## src/rtl/sdr_pkg.sv

```systemverilog
// sdr_pkg: shared constants and types for the LVDS I/Q receive path.
// Sync patterns, sample width and the word assembler state type.
package sdr_pkg;

  localparam logic [1:0] I_SYNC = 2'b10;
  localparam logic [1:0] Q_SYNC = 2'b01;
  localparam int         IQ_W   = 13;

  typedef enum logic [2:0] {
    HUNT,
    I_LO,
    Q_HI,
    Q_LO,
    I_HI
  } asm_state_e;

endpackage

```

## src/rtl/iq_out_reg.sv

```systemverilog
// iq_out_reg: one-entry valid/ready holding register for an I/Q pair.
// Ports: load_i/i_i/q_i load a pair, ready_i drains it, valid_o/i_o/q_o hold it.
module iq_out_reg
  import sdr_pkg::*;
(
  input  logic            clk,
  input  logic            reset,
  input  logic            load_i,
  input  logic [IQ_W-1:0] i_i,
  input  logic [IQ_W-1:0] q_i,
  input  logic            ready_i,
  output logic            valid_o,
  output logic [IQ_W-1:0] i_o,
  output logic [IQ_W-1:0] q_o
);

  logic            valid_q, valid_d;
  logic [IQ_W-1:0] i_q, i_d;
  logic [IQ_W-1:0] q_q, q_d;

  // A load in the same cycle as a handshake keeps valid with new data.
  always_comb begin
    valid_d = valid_q & ~ready_i;
    i_d     = i_q;
    q_d     = q_q;
    if (load_i) begin
      valid_d = 1'b1;
      i_d     = i_i;
      q_d     = q_i;
    end
  end

  always_ff @(posedge clk) begin
    if (reset) begin
      valid_q <= 1'b0;
      i_q     <= '0;
      q_q     <= '0;
    end else begin
      valid_q <= valid_d;
      i_q     <= i_d;
      q_q     <= q_d;
    end
  end

  assign valid_o = valid_q;
  assign i_o     = i_q;
  assign q_o     = q_q;

endmodule

```

## src/rtl/iq_word_assembler.sv

```systemverilog
// iq_word_assembler: rebuilds 32-bit LVDS I/Q words from a byte FIFO,
// checks sync bits, tracks alignment lock and emits 13-bit I/Q pairs.
// Ports: clk, reset (sync, high); rd_dr/rd_en/rd_data FIFO pop side;
// out_valid/out_ready/out_i/out_q sample handshake; locked; err_count.
// Macro IQ_ERR_CNT_EN enables the saturating sync error counter.
module iq_word_assembler #(
  parameter int unsigned LOCK_WORDS = 4,
  parameter logic [1:0]  I_SYNC     = sdr_pkg::I_SYNC,
  parameter logic [1:0]  Q_SYNC     = sdr_pkg::Q_SYNC
) (
  input  logic                     clk,
  input  logic                     reset,
  input  logic                     rd_dr,
  output logic                     rd_en,
  input  logic [7:0]               rd_data,
  output logic                     out_valid,
  input  logic                     out_ready,
  output logic [sdr_pkg::IQ_W-1:0] out_i,
  output logic [sdr_pkg::IQ_W-1:0] out_q,
  output logic                     locked,
  output logic [15:0]              err_count
);
  import sdr_pkg::*;

  localparam logic [7:0] LW8 = LOCK_WORDS[7:0];

  asm_state_e      state_q, state_d;
  logic [IQ_W-1:0] i_q, i_d;
  logic [5:0]      qh_q, qh_d;
  logic [7:0]      good_q, good_d;
  logic            locked_q, locked_d;
  logic            inflight_q;
  logic            stall;
  logic            load;
  logic            sync_err;
  logic            unused_ctrl;

  assign unused_ctrl = rd_data[0];

  // Hold off only the Q_LO fetch while the output is still occupied.
  assign stall = out_valid & ~out_ready & (state_q == Q_LO);
  assign rd_en = ~reset & rd_dr & ~inflight_q & ~stall;

  always_comb begin
    state_d  = state_q;
    i_d      = i_q;
    qh_d     = qh_q;
    good_d   = good_q;
    load     = 1'b0;
    sync_err = 1'b0;
    if (inflight_q) begin
      unique case (state_q)
        HUNT, I_HI: begin
          if (rd_data[7:6] == I_SYNC) begin
            i_d[IQ_W-1:7] = rd_data[5:0];
            state_d       = I_LO;
          end else begin
            sync_err = (state_q == I_HI);
            state_d  = HUNT;
          end
        end
        I_LO: begin
          i_d[6:0] = rd_data[7:1];
          state_d  = Q_HI;
        end
        Q_HI: begin
          if (rd_data[7:6] == Q_SYNC) begin
            qh_d    = rd_data[5:0];
            state_d = Q_LO;
          end else begin
            sync_err = 1'b1;
            // A slipped word may start right here: reuse as I_HI.
            if (rd_data[7:6] == I_SYNC) begin
              i_d[IQ_W-1:7] = rd_data[5:0];
              state_d       = I_LO;
            end else begin
              state_d = HUNT;
            end
          end
        end
        Q_LO: begin
          load = 1'b1;
          if (good_q != LW8) good_d = good_q + 8'd1;
          state_d = I_HI;
        end
        default: state_d = HUNT;
      endcase
      if (sync_err) good_d = '0;
    end
  end

  assign locked_d = (good_d == LW8);

  always_ff @(posedge clk) begin
    if (reset) begin
      state_q    <= HUNT;
      i_q        <= '0;
      qh_q       <= '0;
      good_q     <= '0;
      locked_q   <= 1'b0;
      inflight_q <= 1'b0;
    end else begin
      state_q    <= state_d;
      i_q        <= i_d;
      qh_q       <= qh_d;
      good_q     <= good_d;
      locked_q   <= locked_d;
      inflight_q <= rd_en;
    end
  end

  assign locked = locked_q;

  iq_out_reg u_out (
    .clk     (clk),
    .reset   (reset),
    .load_i  (load),
    .i_i     (i_q),
    .q_i     ({qh_q, rd_data[7:1]}),
    .ready_i (out_ready),
    .valid_o (out_valid),
    .i_o     (out_i),
    .q_o     (out_q)
  );

`ifdef IQ_ERR_CNT_EN
  logic [15:0] err_q;

  always_ff @(posedge clk) begin
    if (reset) begin
      err_q <= '0;
    end else if (sync_err && err_q != 16'hFFFF) begin
      err_q <= err_q + 16'd1;
    end
  end

  assign err_count = err_q;
`else
  assign err_count = '0;
`endif

endmodule

```

## config.mk

```make
export PLATFORM = sky130hd
export DESIGN_NAME = iq_word_assembler
export DESIGN_NICKNAME = d
export VERILOG_FILES = /design/src/rtl/sdr_pkg.sv /design/src/rtl/iq_out_reg.sv /design/src/rtl/iq_word_assembler.sv
export SDC_FILE = /design/constraint.sdc
export NUM_CORES = 1
export LEC_CHECK = 0
export ABC_AREA = 0
export BUFFER_PORTS_ARGS = -buffer_cell sky130_fd_sc_hd__buf_2
export CAP_MARGIN = 20
export CORE_MARGIN = 2
export CORE_UTILIZATION = 35
export CTS_CLUSTER_SIZE = 28
export DETAILED_ROUTE_END_ITERATION = 6
export GPL_TIMING_DRIVEN = 0
export PLACE_DENSITY = 0.64
export SLEW_MARGIN = 10
export SYNTH_ARGS = -nofsm -noshare
export SYNTH_HDL_FRONTEND = slang
export SYNTH_SLANG_ARGS = --single-unit
```

## constraint.sdc

```tcl
create_clock -name clk -period 2.25 [get_ports clk]
set_input_delay 0.3375 -clock clk [delete_from_list [all_inputs] [get_ports clk]]
set_output_delay 0.3375 -clock clk [all_outputs]
set_load 0.01 [all_outputs]
```

After elaboration in Yosys (flattened, before gate mapping):

Cells that the tools add are included.
W data, S select, Z words.

* output and inout bits: 45
* input port bits: 12
* word-level logic and storage cells: 52
* register bits: 59

* muxes and demuxes: 17
* $add $sub $neg: 1
* bitwise logic cells: 9
* eq/ne operators: 9
* reduce and logical (&&, ||, !) cells: 6

Operator list (number)
* $mux W8: 4
* $mux W6: 2
* $pmux W3 S4: 1
* $pmux W6 S2: 1
* $add A8 B1 Y8 const B: 1
* $eq A8 B3 Y1 const B: 1
* $ne A8 B3 Y1 const B: 1
* $mux W1: 7
* $eq A3 B2 Y1 const B: 2
* $reduce_and A3 Y1: 2
* $and A1 B1 Y1: 5
* $not A1 Y1: 4
* $eq A3 B1 Y1 const B: 1
* $eq A3 B3 Y1 const B: 1
* $logic_not A3 Y1: 1
* $mux W3: 1
* $eq A2 B1 Y1 const B: 1
* $eq A2 B2 Y1 const B: 1
* $ne A2 B2 Y1 const B: 1
* $pmux W1 S2: 1
* $reduce_and A2 Y1: 1
* $reduce_bool A2 Y1: 1
* $reduce_or A2 Y1: 1

Depth between registers and ports, before layout:

Gate-level depths: netlist of the first run.

* word-level depth: 7
* depth in mapped cells: 7
* depth with buffers taken out: 7

By module:

Synthesis of the first run repeated with hierarchy kept, for this count alone.

* cells, all modules: 262
* area total of the unflattened synthesis: 2602.5 µm²

By module, submodules not included
* iq_word_assembler: seq. area each 640.6 µm², area an instance 1622.8 µm², cells an instance 174, instances 1
* iq_out_reg: seq. area each 540.5 µm², area an instance 979.7 µm², cells an instance 88, instances 1

Least setup slack after synthesis of the first run:

OpenSTA, ideal clock, no wires.

* kind: reg-to-reg
* from: register good_q[0]
* to: register locked_q (netlist: locked)
* slack: 0.486 ns
* setup time: 0.088 ns
* stages on the path, launching flop included: 8
* period minus slack after synthesis: 1.764 ns
* data required time: 2.162 ns
* path buffers: 0
* data arrival time: 1.676 ns
* cells stage by stage: dfxtp_1 inv_1 ha_1 nor4bb_1 and2_0 a221o_1 o311ai_1 a311oi_2

* word-level cells in the longest chain between the ends: 6
* elaborated cells on any way between the ends: 7
* those cells by class: add/sub (1); eq/ne (2); mux (4)

RTL lines
* start, declared: RTL line iq_word_assembler.sv:30 `logic [7:0] good_q, good_d;`
* start signal, assigned: RTL line iq_word_assembler.sv:106 `good_q <= good_d;`
* $add A8 B1 Y8 or $ne A8 B3 Y1 (tied branches): RTL line iq_word_assembler.sv:83 `if (good_q != LW8) good_d = good_q + 8'd1;`
* $mux W8: RTL line iq_word_assembler.sv:83
* $mux W8: RTL line iq_word_assembler.sv:52 `unique case (state_q)`
* $mux W8: RTL line iq_word_assembler.sv:88 `if (sync_err) good_d = '0;`
* $mux W8 *: RTL line iq_word_assembler.sv:51 `if (inflight_q) begin`
* $eq A8 B3 Y1 *: RTL line iq_word_assembler.sv:92 `assign locked_d = (good_d == LW8);`
* end signal, assigned: RTL line iq_word_assembler.sv:107 `locked_q <= locked_d;`
* end, declared: RTL line iq_word_assembler.sv:31 `logic locked_q, locked_d;`

Every way passes the cells marked *; elsewhere a longest branch is shown, timed or not.
A chain may end at the register's enable or synchronous reset.

Worst setup path after layout of the first run:

Ends and elaborated chain as after synthesis.

==> results.json, run 1 <==
{
  "worstPathRequired_ps": 2510,
  "fin_nets": 381,
  "totalWireLength_mm": 5.84,
  "buffer_ports.inserted": 40,
  "via_per_inst": 4.58,
  "wire_per_inst_um": 12.4,
  "antenna_left": 0,
  "peakVddDrop_v": 0.000332,
  "grt.total_usage_pct": 14.6,
  "clock_sinks": 59,
  "hold_path.startpoint": "reset",
  "p_clk_share_pct": 41.8,
  "top_level_ports": 57,
  "clk_path_buf_depth": 2,
  "area_growth_syn_to_layout_pct": 21.5,
  "p_per_area_nw_per_um2": 632,
  "hold_violations": 0,
  "core_area_um2": 7210,
  "r2r-start": "good_q[0]",
  "crit_type": "flop to flop",
  "drc": 0,
  "cts_tree": "yes",
  "slowest_delay_ps": 390,
  "fp.dieH_um": 89.9,
  "final_common_cell": "dfxtp_1",
  "grt_overflow": 0,
  "min_path_cells": 2,
  "fmax_mhz": 499,
  "worst_slew_pin_slew_ps": 700,
  "mostFrequentLayoutCells": "dfxtp_1 (59), nand2_1 (58), buf_2 (43), a21oi_1 (34), nor2_1 (29)",
  "clk-insertion-delay-late_ps": 340,
  "clk_pin_slew_ps": 70,
  "gp_congestion": 0.831,
  "drt-initial-drc-count": 113,
  "path_buf_inv": 1,
  "switchingPower_mw": 0.496,
  "root_buffer": "clkbuf_8",
  "layout_min_cycle_time_ps": 2000,
  "drive_above_1_share_pct": 23.0,
  "worst_slack_ps": 246,
  "syn_inst": 299,
  "dr.pass1.iters": 5,
  "worstPathCellList": "inv_1 > ha_1 > nor4bb_2 > and2_0 > a221o_1 > o311ai_1 > a311oi_2",
  "finalPower_mw": 1.98,
  "p_int_mw": 1.49,
  "hp-class": "primary input to flop",
  "num_rows": 31,
  "antenna_found_initial": 0,
  "syn_area_um2": 2580,
  "cts-buffers-inserted": 9,
  "synth_cell_types": 46,
  "critPathLaunchType": "flop",
  "hpwl_mm": 4.27,
  "place_area_um2": 2960,
  "fin_setup_tns_ps": 0,
  "setup_violations": 0,
  "synth_edf_count": 0,
  "reg2regPathDepth": 7,
  "seq_power_share_pct": 52.9,
  "ctsHoldBuffers": 0,
  "avgSynthCellArea_um2": 8.64,
  "antenna_cells": 0,
  "ys_seq_area_share_pct": 45.7,
  "drv_cap": 0,
  "relSlewSlack_pct": 53.1,
  "outcome": "finished, final reports clean",
  "cpMaxStageDelayCell": "nor4bb_2",
  "rsz0062_at_grt": "no",
  "r2r-end": "locked",
  "grt_pass1_wl_mm": 9.21,
  "combPwrFrac_pct": 5.3,
  "min_to": "good_q[2]",
  "grt_max_degree": 12,
  "yosysWarnings": 0,
  "grt_pass1_vias": 1873,
  "die_x_um": 89.9,
  "start_util_pct": 35.8,
  "end_kind": "flop",
  "dr_total_vias": 2146,
  "fin_crit_sh_pct": 89.1,
  "cp_data_arrival_time_ps": 2260,
  "skew_ps": 9.85,
  "die_area_um2": 8090,
  "switching_share_pct": 25.0,
  "fin_area_um2": 3140,
  "crit_fanout": 8,
  "async_reset_ff_share_pct": 0,
  "leakage_nw": 1.36,
  "crit_family": "simple AND/OR/NAND/NOR gates",
  "fill_cells": 751,
  "pre_cts_ws_ps": 180,
  "slew_viol_final": 0,
  "worst-r2r-setup-slack_ps": 250,
  "synth_ff_type": "dfxtp_1",
  "synth-seq-cells": 59,
  "htree_levels": 3
}
-- cells by family (layout without fill, tap and decap cells) --
kind of cell	after synthesis	after routing	synth area share [%]
AO/OA/AOI/OAI	49	49	11.1
multiplexers	20	20	7.80
AND/OR/NAND/NOR	123	123	23.4
flip-flops	59	59	45.7
other	1	16	0.145
adder cells (fa/ha/maj)	4	4	1.94
XOR/XNOR	3	3	1.02
buffers and inverters	40	96	8.86
-- worst max path at each step --
stage / startpoint / endpoint / slack [ps] / cells after the start
finish: good_q[0] / locked / 250 / 7
detailed placement: good_q[0] / locked / 180 / 7
global route: good_q[0] / locked / 50 / 7
CTS: good_q[0] / locked / 150 / 7
floorplan: good_q[0] / locked / 490 / 7
global placement: good_q[0] / locked / 190 / 7
-- state kept, by name, indices dropped and copies added, names as in the netlist --
register	count
good_q	8
i_q	13
inflight_q	1
locked	1
qh_q	6
state_q	3
u_out.i_o	13
u_out.q_o	13
u_out.valid_o	1
-- power groups by stage --
stage | combinational [mW] | clock, mW | sequential (mW)
2_1_floorplan | 0.0718 | 0 | 1.07
3_3_place_gp | 0.104 | 0 | 1.07
3_5_place_dp | 0.104 | 0 | 1.07
4_1_cts | 0.104 | 0.844 | 1.05
5_1_grt | 0.115 | 0.892 | 1.05
6_report | 0.105 | 0.829 | 1.05
-- cell usage after synthesis, drive strengths merged (2+ instances only) --
cell type  instances  area [um2]
nor2              29         109
o21ai              3        15.0
nand3b             3        35.0
nor2b              4        25.0
nor4b              4        41.3
clkbuf            10        37.5
o31ai              2        15.0
mux2i             19         190
buf               24         169
dfxtp             59        1180
nand2             58         218
inv                6        22.5
ha                 4        50.1
xor2               2        17.5
a21oi             34         170
o21a               2        15.0
or4                2        15.0
nand3              4        20.0
nor3b              2        15.0
nor3               8        45.0
-- layout make-up --
type	instances	area [um2]	share of cell area, %
repair buffers	40	200	6.38
flip-flops and latches	59	1180	37.6
clock buffers	10	128	4.07
multi-input cells	215	1240	39.4
inverters	6	22.5	0.717
well taps	99	124	3.95
plain buffers	34	206	6.58
clock inverters	6	41.3	1.32
-- worst register-to-register path, delay by kind of cell, from the launching register on --
family / cells / cell delay (ps)
AND/OR/NAND/NOR: 2 / 740
buffers and inverters: 1 / 80
AO/OA/AOI/OAI: 3 / 610
adder cells (fa/ha/maj): 1 / 130
flip-flops: 1 / 370
-- repair_timing --
action | CTS | global route
setup endpoints to repair | 0 | 1
gates resized for setup | 0 | 1
buffers inserted | 0 | 0
-- through the flow --
| stage | util [%] | std cells | hold WS, ps |
|---|---|---|---|
| final | 43.5 | 469 | 221 |
| after global routing | 43.5 | 469 | 240 |
| after CTS | 43.4 | 469 | 221 |
| after detailed placement | 41.1 | 453 | 445 |
| after global placement | 41.1 | 453 | 439 |
| after floorplan | - | 314 | 416 |
-- metal layers --
layer / wire length, um / vias up / track usage (%)
met3: 333 / 9 / 4.27
li1: - / 1107 / -
met2: 2560 / 70 / 22.0
met5: 0 / - / 0
met1: 2830 / 960 / 18.9
met4: 120 / 0 / 7.95
(Power assumes the default switching activity.)
==> run 2: changes to the inputs <==
Settings changed: PLACE_DENSITY 0.64 to 0.6.
==> run 2 against run 1 <==
Compared with the run above:
- sequential power barely moved
- largest cell class unchanged
- largest power group unchanged
- global-route usage up 0.27 points
- non-clock buffer count is the same
- setup slack got worse by 79 ps
- flip-flop and latch count unchanged
==> results.json, run 2 (same netlist as run 1, synthesis figures left out) <==
{
  "slowest_delay_ps": 450,
  "fin_crit_sh_pct": 92.6,
  "cts_tree": "yes",
  "htree_levels": 3,
  "start_util_pct": 35.8,
  "rsz0062_at_grt": "no",
  "fin_area_um2": 3180,
  "drv_cap": 0,
  "crit_fanout": 8,
  "final_common_cell": "dfxtp_1",
  "fin_nets": 381,
  "clock_sinks": 59,
  "core_area_um2": 7210,
  "worst-r2r-setup-slack_ps": 170,
  "combPwrFrac_pct": 4.9,
  "slew_viol_final": 0,
  "post-place-cells": 453,
  "post_cts.repair.setup_buffers": 0,
  "die_area_um2": 8090,
  "drive_above_1_share_pct": 22.8,
  "grt_pass1_wl_mm": 9.53,
  "finalPower_mw": 2.17,
  "num_rows": 31,
  "worstPathCellList": "inv_1 > ha_1 > nor4bb_1 > and2_0 > a221o_1 > o311ai_1 > a311oi_2",
  "top_level_ports": 57,
  "grt_pass1_vias": 2057,
  "switching_share_pct": 22.4,
  "place_area_um2": 2960,
  "drc": 0,
  "critPathLaunchType": "flop",
  "seq_power_share_pct": 48.3,
  "root_buffer": "clkbuf_8",
  "cp_data_arrival_time_ps": 2330,
  "area_growth_syn_to_layout_pct": 22.9,
  "dr_wl_met3_um": 307,
  "hold_violations": 0,
  "clk_path_buf_depth": 2,
  "worst_slew_pin_slew_ps": 703,
  "antenna_found_initial": 0,
  "grt_max_degree": 11,
  "cts-buffers-inserted": 9,
  "p_per_area_nw_per_um2": 685,
  "antenna_left": 0,
  "p_int_mw": 1.69,
  "antenna_cells": 0,
  "setup_violations": 0,
  "dr_total_vias": 2164,
  "skew_ps": 7.89,
  "fmax_mhz": 480,
  "grt.total_usage_pct": 14.9,
  "r2r-start": "good_q[0]",
  "hold_ws_ps": 235,
  "gp_congestion": 0.833,
  "totalWireLength_mm": 5.73,
  "buffer_ports.inserted": 40,
  "end_kind": "flop",
  "outcome": "finished, final reports clean",
  "crit_type": "flop to flop",
  "cts_resized": 0,
  "clk_pin_slew_ps": 60,
  "highest_layer": "met4",
  "switchingPower_mw": 0.486,
  "via_per_inst": 4.62,
  "relSlewSlack_pct": 52.9,
  "wire_per_inst_um": 12.2,
  "dr_wl_met2_mm": 2.59,
  "layout_min_cycle_time_ps": 2080,
  "grt_overflow": 0,
  "peakVddDrop_v": 0.000319,
  "setup.worst_path.start": "good_q[0]",
  "p_clk_share_pct": 46.8,
  "hpwl_mm": 4.17,
  "mostFrequentLayoutCells": "dfxtp_1 (59), nand2_1 (58), buf_2 (43), a21oi_1 (34), nor2_1 (29)",
  "drt-initial-drc-count": 86,
  "die_x_um": 89.9,
  "clk-insertion-delay-late_ps": 340,
  "drt-met1-wl_mm": 2.72,
  "hp-class": "primary input to flop",
  "worstPathRequired_ps": 2500,
  "dr.pass1.iters": 4,
  "stdcell_count": 468,
  "fp.dieH_um": 89.9,
  "hold_path.startpoint": "reset",
  "cpMaxStageDelayCell": "nor4bb_1",
  "leakage_nw": 1.39,
  "fin_setup_tns_ps": 0,
  "ctsHoldBuffers": 0
}
-- run 2: worst paths after layout --
check,cells after the start,to
setup / recovery,7,locked
hold / removal,2,good_q[2]
setup reg to reg,7,locked
hold reg to reg,2,u_out.q_o[12]
-- run 2: final cells by class --
cell class	count	area, um2
multi-input cells	215	1230
clock inverters	3	46.3
well taps	99	124
flip-flops and latches	59	1180
clock buffers	12	165
repair buffers	40	200
inverters	6	22.5
plain buffers	34	206
fillers	763	4040
-- run 2: stage by stage --
step                utilization [%]  setup WS [ps]
global route                   44.0           64.6
detailed placement             41.1            202
finish                         44.0            166
CTS                            44.0            183
global placement               41.1            179
floorplan                         -            486
-- run 2: power groups by stage --
| stage | clock (mW) | combinational (mW) | sequential, mW |
|---|---|---|---|
| after floorplan | 0 | 0.0718 | 1.07 |
| after global placement | 0 | 0.104 | 1.07 |
| after detailed placement | 0 | 0.106 | 1.07 |
| after CTS | 1.04 | 0.106 | 1.05 |
| after global routing | 1.08 | 0.117 | 1.05 |
| final | 1.02 | 0.106 | 1.05 |
-- run 2: layer usage --
layer / track usage (%) / vias to the layer above
met4: 6.79 / 0
met3: 5.11 / 11
met1: 17.6 / 1007
met2: 24.3 / 43
met5: 0 / -
li1: - / 1103
-- run 2: critical path: cells and delay by family, from the launching register on --
| kind | cells | cell delay (ps) |
|---|---|---|
| flip-flops | 1 | 370 |
| adder cells (fa/ha/maj) | 1 | 140 |
| buffers and inverters | 1 | 80 |
| AND/OR/NAND/NOR | 2 | 800 |
| AO/OA/AOI/OAI | 3 | 600 |
==> run 3: changes to the inputs <==
Settings changed: CORE_UTILIZATION 35 to 53, PLACE_DENSITY 0.6 to 0.82.
==> run 3 against run 2 <==
Compared with the run above:
- sequential share of layout area up 0.66 points
- clock power fell by 12%
- critical path depth did not move
- first-iteration DRC count rose by 22%
- count of clock-buffer cells in the layout grew 1
- largest cell class unchanged
- die area fell by 33%
- register-to-register slack improved by 20 ps
- highest routed layer unchanged
==> results.json, run 3 (same netlist as run 1, synthesis figures left out) <==
{
  "wire_per_inst_um": 12.6,
  "hp-class": "primary input to flop",
  "critPathLaunchType": "flop",
  "clk-insertion-delay-late_ps": 330,
  "die_area_um2": 5450,
  "worst-r2r-setup-slack_ps": 190,
  "buffer_ports.inserted": 40,
  "crit_type": "flop to flop",
  "die_x_um": 73.8,
  "dr.pass1.iters": 4,
  "clk_path_buf_depth": 2,
  "peakVddDrop_v": 0.000555,
  "core_area_um2": 4720,
  "end_kind": "flop",
  "hpwl_mm": 3.95,
  "leakage_nw": 1.38,
  "antenna_cells": 0,
  "skew_ps": 6.75,
  "clock_sinks": 59,
  "cp_data_arrival_time_ps": 2300,
  "multi_input_area_um2": 1240,
  "pre_cts_ws_ps": 175,
  "fin_crit_sh_pct": 91.6,
  "htree_levels": 3,
  "setup_violations": 0,
  "dr_total_vias": 2201,
  "fmax_mhz": 485,
  "hold_violations": 0,
  "antenna_left": 0,
  "slew_viol_final": 0,
  "top_level_ports": 57,
  "grt_pass1_vias": 1878,
  "cts_tree": "yes",
  "final_common_cell": "dfxtp_1",
  "grt_overflow": 0,
  "totalWireLength_mm": 5.52,
  "num_rows": 25,
  "fp.dieH_um": 73.8,
  "crit_fanout": 8,
  "worstPathRequired_ps": 2490,
  "fin_setup_tns_ps": 0,
  "area_growth_syn_to_layout_pct": 20.8,
  "grt_pass1_wl_mm": 8.79,
  "clk_pin_slew_ps": 70,
  "root_buffer": "clkbuf_8",
  "gp_congestion": 0.929,
  "worst_slack_ps": 190,
  "via_per_inst": 5.04,
  "layout_min_cycle_time_ps": 2060,
  "relSlewSlack_pct": 53.5,
  "worst_slew_pin_slew_ps": 694,
  "start_util_pct": 54.7,
  "fill_cells": 394,
  "post_cts.repair.setup_buffers": 0,
  "drv_cap": 0,
  "outcome": "finished, final reports clean",
  "drc": 0,
  "grt_max_degree": 11,
  "p_per_area_nw_per_um2": 658,
  "rsz0062_at_grt": "no",
  "grt.total_usage_pct": 21.4,
  "drt-initial-drc-count": 105,
  "cts-buffers-inserted": 9,
  "regArea_um2": 1180,
  "antenna_found_initial": 0,
  "fin_nets": 381,
  "drive_above_1_share_pct": 23.0,
  "mostFrequentLayoutCells": "dfxtp_1 (59), nand2_1 (58), buf_2 (43), a21oi_1 (34), nor2_1 (29)"
}
run 3: changes by cell type in the layout (fill, tap and decap cells not counted), sizes merged:
cell    delta
bufinv     -1
clkbuf     +1
clkinv     +1
run 3: path summary, 6_finish.rpt:
kind                               startpoint       endpoint  depth (start not counted)
worst max-delay path                good_q[0]         locked                          7
worst min-delay path                    reset      good_q[2]                          2
worst max register to register      good_q[0]         locked                          7
worst min register to register  u_out.i_o[12]  u_out.i_o[12]                          2
run 3: where the power goes:
| group | internal, mW | switching, mW |
|---|---|---|
| Combinational | 0.0420 | 0.0631 |
| Sequential | 1.05 | 0.00197 |
| Clock | 0.490 | 0.407 |
run 3: critical path: stages (launching register included):
cell,delay (ps)
dfxtp_1,390
inv_1,90
ha_1,140
nor4bb_2,390
and2_0,350
a221o_1,230
o311ai_1,120
a311oi_2,260
run 3: layer usage:
metal  share of wire (%)  track usage [%]
met3                 4.6             6.58
met1                  46             27.7
met4                 1.2             6.87
met2                  48             34.0
met5                   0                0
run 3: per-stage QoR:
stage	instances	hold slack (ps)	cell area [um2]	util, %	power (mW)
floorplan	314	416	2640	-	1.15
global placement	421	442	2920	61.9	1.18
detailed placement	421	445	2920	61.9	1.18
CTS	437	226	3110	65.9	2.07
global route	437	237	3120	66.1	2.13
finish	437	241	3120	66.1	2.05
run 3: layout make-up:
type                       instances  share of cell area, %
buffer                            34                   6.62
clock buffer                      13                   5.41
clock inverter                     3                  0.682
inverter                           6                  0.722
multi-input combinational        215                   39.6
sequential                        59                   37.9
tap                               67                   2.69
timing repair buffer              40                   6.42
run 3: what timing repair did:
action	4_1_cts	5_1_grt
gates resized for setup	0	1
setup endpoints to repair	0	1
hold buffers	0	0
